### src/rtl/sin_ram_ctrl.sv
// Sine lookup RAM sequencer: fills the table from a ready/valid stream, then
// sweeps the read port with a phase accumulator and tags samples with a valid flag.
module sin_ram_ctrl #(
    parameter int RAM_EXP   = 5,
    parameter int RAM_WIDTH = 8,
    parameter int PHASE_W   = 16
) (
    input  logic                 clk,
    input  logic                 i_rst,
    input  logic                 i_load_start,
    input  logic                 i_load_valid,
    input  logic [RAM_WIDTH-1:0] i_load_data,
    output logic                 o_load_ready,
    output logic                 o_load_done,
    input  logic                 i_run_enb,
    input  logic [PHASE_W-1:0]   i_phase_inc,
    output logic [RAM_EXP-1:0]   o_addr_w,
    output logic [RAM_WIDTH-1:0] o_data_ram,
    output logic                 o_write_enb,
    output logic [RAM_EXP-1:0]   o_addr_r,
    output logic                 o_read_enb,
    input  logic [RAM_WIDTH-1:0] i_ram_data,
    output logic [RAM_WIDTH-1:0] o_sample,
    output logic                 o_sample_valid,
    output logic [1:0]           o_state
);

    localparam logic [1:0] S_IDLE  = 2'd0;
    localparam logic [1:0] S_LOAD  = 2'd1;
    localparam logic [1:0] S_RUN   = 2'd2;
    localparam logic [1:0] S_FLUSH = 2'd3;

    logic [1:0]           r_state;
    logic [RAM_EXP-1:0]   r_wcnt;
    logic [PHASE_W-1:0]   r_acc;
    logic [PHASE_W-1:0]   r_inc;
    logic                 r_flush_cnt;
    logic                 r_rd_v1;
    logic                 r_rd_v2;
    logic                 r_load_done;

    logic                 w_in_load;
    logic                 w_in_run;
    logic                 w_wr;

    assign w_in_load = (r_state == S_LOAD);
    assign w_in_run  = (r_state == S_RUN);
    assign w_wr      = w_in_load & i_load_valid;

    assign o_load_ready   = w_in_load;
    assign o_load_done    = r_load_done;
    assign o_write_enb    = w_wr;
    assign o_addr_w       = r_wcnt;
    assign o_data_ram     = i_load_data;
    assign o_read_enb     = w_in_run;
    assign o_addr_r       = r_acc[PHASE_W-1 -: RAM_EXP];
    assign o_sample       = i_ram_data;
    assign o_sample_valid = r_rd_v2;
    assign o_state        = r_state;

    always_ff @(posedge clk) begin
        if (i_rst) begin
            r_state     <= S_IDLE;
            r_wcnt      <= '0;
            r_acc       <= '0;
            r_inc       <= '0;
            r_flush_cnt <= 1'b0;
            r_rd_v1     <= 1'b0;
            r_rd_v2     <= 1'b0;
            r_load_done <= 1'b0;
        end else begin
            r_load_done <= 1'b0;
            // Two-stage valid shadow matches the RAM's registered read latency
            r_rd_v1     <= w_in_run;
            r_rd_v2     <= r_rd_v1;
            case (r_state)
                S_IDLE: begin
                    if (i_load_start) begin
                        r_state <= S_LOAD;
                    end else if (i_run_enb) begin
                        r_state <= S_RUN;
                        r_inc   <= i_phase_inc;
                        r_acc   <= '0;
                    end
                end
                S_LOAD: begin
                    if (w_wr) begin
                        r_wcnt <= r_wcnt + 1'b1;
                        if (&r_wcnt) begin
                            r_state     <= S_IDLE;
                            r_load_done <= 1'b1;
                        end
                    end
                end
                S_RUN: begin
                    r_acc <= r_acc + r_inc;
                    if (!i_run_enb) begin
                        r_state     <= S_FLUSH;
                        r_flush_cnt <= 1'b0;
                    end
                end
                S_FLUSH: begin
                    // Two drain cycles let the last issued read reach the output
                    r_flush_cnt <= 1'b1;
                    if (r_flush_cnt) begin
                        r_state     <= S_IDLE;
                        r_flush_cnt <= 1'b0;
                    end
                end
            endcase
        end
    end

endmodule

### config.mk
export PLATFORM = sky130hd
export DESIGN_NAME = sin_ram_ctrl
export DESIGN_NICKNAME = d
export VERILOG_FILES = /design/src/rtl/sin_ram_ctrl.sv
export SDC_FILE = /design/constraint.sdc
export NUM_CORES = 1
export LEC_CHECK = 0
export CAP_MARGIN = 0
export CORE_MARGIN = 2
export CORE_UTILIZATION = 45
export DETAILED_ROUTE_END_ITERATION = 10
export GPL_ROUTABILITY_DRIVEN = 0
export PLACE_DENSITY = 0.78
export SETUP_SLACK_MARGIN = 0.3
export SLEW_MARGIN = 5
export SYNTH_ARGS = -nofsm -noshare
export SYNTH_HDL_FRONTEND = slang
export SYNTH_SLANG_ARGS = --single-unit
### constraint.sdc
create_clock -name clk -period 3.4 [get_ports clk]
set_input_delay 0.34 -clock clk [delete_from_list [all_inputs] [get_ports clk]]
set_output_delay 0.34 -clock clk [all_outputs]
set_load 0.02 [all_outputs]
==> impl_metrics.ini <==
[outcome]
outcome = finished, final reports clean

[route]
wl_per_cell_um = 12.27
vias_per_cell = 5.148
drt_iter0_drc = 91
drt_pass1_iterations = 4
via_count = 1879
totalWireLength_um = 4478
ant_nets = 0
drc = 0

[global_routing]
grt_use_met2_pct = 28.51
grt_use_met1_pct = 20.04
grt_pass1_wl_um = 7969
grt_max_degree = 38
busiest_layer = met2
first_global_vias = 1874
grt_util_met3_pct = 3.647
grt_usage_pct = 16.40
grt_remaining_overflow = 0
antenna_found_initial = 0

[pwr]
peakVddDrop_v = 0.0002489
finalPower_w = 0.001020
p_leak_nw = 1.082
pwr_density_cell_nw_per_um2 = 369.6

[sta]
fmax_mhz = 387.2
skew_ps = 7.531
finalHoldViolations = 0
final_max_slew_viol_count = 0
rsz0062_at_grt = false
setup_tns_ps = 0
fin_crit_sh_pct = 75.97
fin_crit_ps = 2583
hold_slack_ps = 446.2
worstMarginPinSlew_ps = 913.7
relSlewSlack_pct = 39.09
final-setup-viol-count = 0

[cts]
cts_setup_buffers = 0
cts_max_level = 2
cts.sinks = 43
clkSlewWorstSetupHoldPaths_ps = 90
cts.repair.resized = 0
hold_buffers = 0
clock_latency_ps = 300
cts_root_buf = clkbuf_8
cts-buffers-inserted = 5
clk_path_buf_depth = 2
cts_tree = built

[layout]
design_area_um2 = 2760
nFillCells = 480
fin_util_pct = 54.04
final_common_cell = nand2_1
layout_common_cells = nand2_1, dfxtp_1, clkdlybuf4s50_1
antenna_cells = 0
areaGrowthSynthToFinish_pct = 16.11
final_nets = 349
drive_above_1_share_pct = 7.458

[floorplan]
num_io_pins = 70
start_util_pct = 46.55
die_h_um = 76.69
die_w_um = 76.69
fp.coreArea_um2 = 5107
placement_rows = 26
die-area_um2 = 5881

[logic_synthesis]
async_reset_ff_share_pct = 0
yosysTopAreaCellShare_pct = 36.21
syn-instance-count = 278
synth_area_leader_cell = dfxtp_1
synth-seq-area-share_pct = 36.21
synth_area_leaders = dfxtp_1, ha_1, nand2_1, buf_4, a21oi_1
ys.flop_type = dfxtp_1
netlist_area_um2 = 2377
synth.distinct_cells = 49
syn_nets = 333
yosys_warnings = 0
ys_ff_latch = 43
syn-mean-instance-area_um2 = 8.551
synth_edf_count = 0

[worst_setup_path]
crit_arrival_ps = 2240
path_buf_inv = 2
cp_slowest_cell = clkdlybuf4s50_1
slowest_delay_ps = 630
startpoint_type = flip-flop
critical_path_class = flip-flop to output pin
required_ps = 3060
crit_family = buffers and inverters
crit_fanout = 13
crit_chain = nand2b_1 > clkinv_1 > clkdlybuf4s50_1
cp-end-kind = output pin

[place]
io_buffers = 37
placed_area_um2 = 2665
hpwlAfterDp_um = 3339

[flow_run]
cap_violations = 0

[min_path]
hold_path_class = flip-flop to flip-flop
==> cells by family after synthesis <==
kind of cell / count (synthesis) / synth area share, %
AOI/OAI and AO/OA: 68 / 20.00
xor gates and xnor gates: 12 / 4.421
adders and majority gates: 18 / 9.789
buffers and inverters: 38 / 9.368
DFF: 43 / 36.21
muxes: 4 / 1.895
and+or+nand+nor: 95 / 18.32
==> where the power goes <==
part	internal (W)	leakage, nW	switching (W)
sequential	0.000519	0.348	0.0000146
clock	0.000153	0.0495	0.000194
combinational	0.0000659	0.684	0.0000739
==> registers in the layout, indices dropped and copies added, names as in the netlist <==
name and cells:
o_load_done 1, r_flush_cnt 1, o_addr_w 5, o_state 2
o_sample_valid 1, r_rd_v1 1, r_acc 16, r_inc 16
==> area by class of cell <==
cell class	count	area, um2	area share, %
inverters	6	22.52	0.8160
clock inverters	3	26.28	0.9519
multi-input cells	197	1294	46.87
clock buffers	5	68.82	2.493
flip-flops and latches	43	860.8	31.19
well taps	70	87.58	3.173
repair buffers	41	400.4	14.51
==> worst reg2reg max path: cells and delay by family, from the launching register on <==
kind / cells / cell delay, ps
flops: 1 / 320
fa+ha+maj: 2 / 440
compound gates: 5 / 1050
simple gates: 2 / 380
buf+inv: 1 / 80
==> path summary, 6_finish.rpt <==
check	slack (ps)	to	startpoint	cells past startpoint
setup reg to reg	1040	r_acc[8]	r_acc[0]	10
setup / recovery	820	o_read_enb	o_state[0]	3
hold reg to reg	450	o_sample_valid	r_rd_v1	1
hold / removal	450	o_sample_valid	r_rd_v1	1
==> cells in the mapped netlist (3+ instances only) <==
library cell / n
a21o_1: 3
a21oi_1: 28
a22o_1: 6
a31oi_1: 5
and3_1: 3
buf_4: 21
clkbuf_1: 10
dfxtp_1: 43
ha_1: 17
inv_1: 5
mux2i_1: 3
nand2_1: 45
nand2b_1: 3
nand3_1: 6
nor2_1: 22
nor2b_1: 3
o21a_1: 4
o21ai_0: 4
xnor2_1: 8
xor2_1: 4
==> stage by stage <==
step                      cells  worst slack [ps]
after floorplan             278              1181
after global placement      357              1124
after detailed placement    357              1061
after CTS                   365             814.0
after global routing        365             666.7
final                       365             817.1
==> metal layers <==
metal	vias up	share of wire (%)
met2	38	45
met5	-	0
met3	4	4.2
met1	859	49
li1	978	-
met4	0	1.2
(Power assumes the default switching activity.)
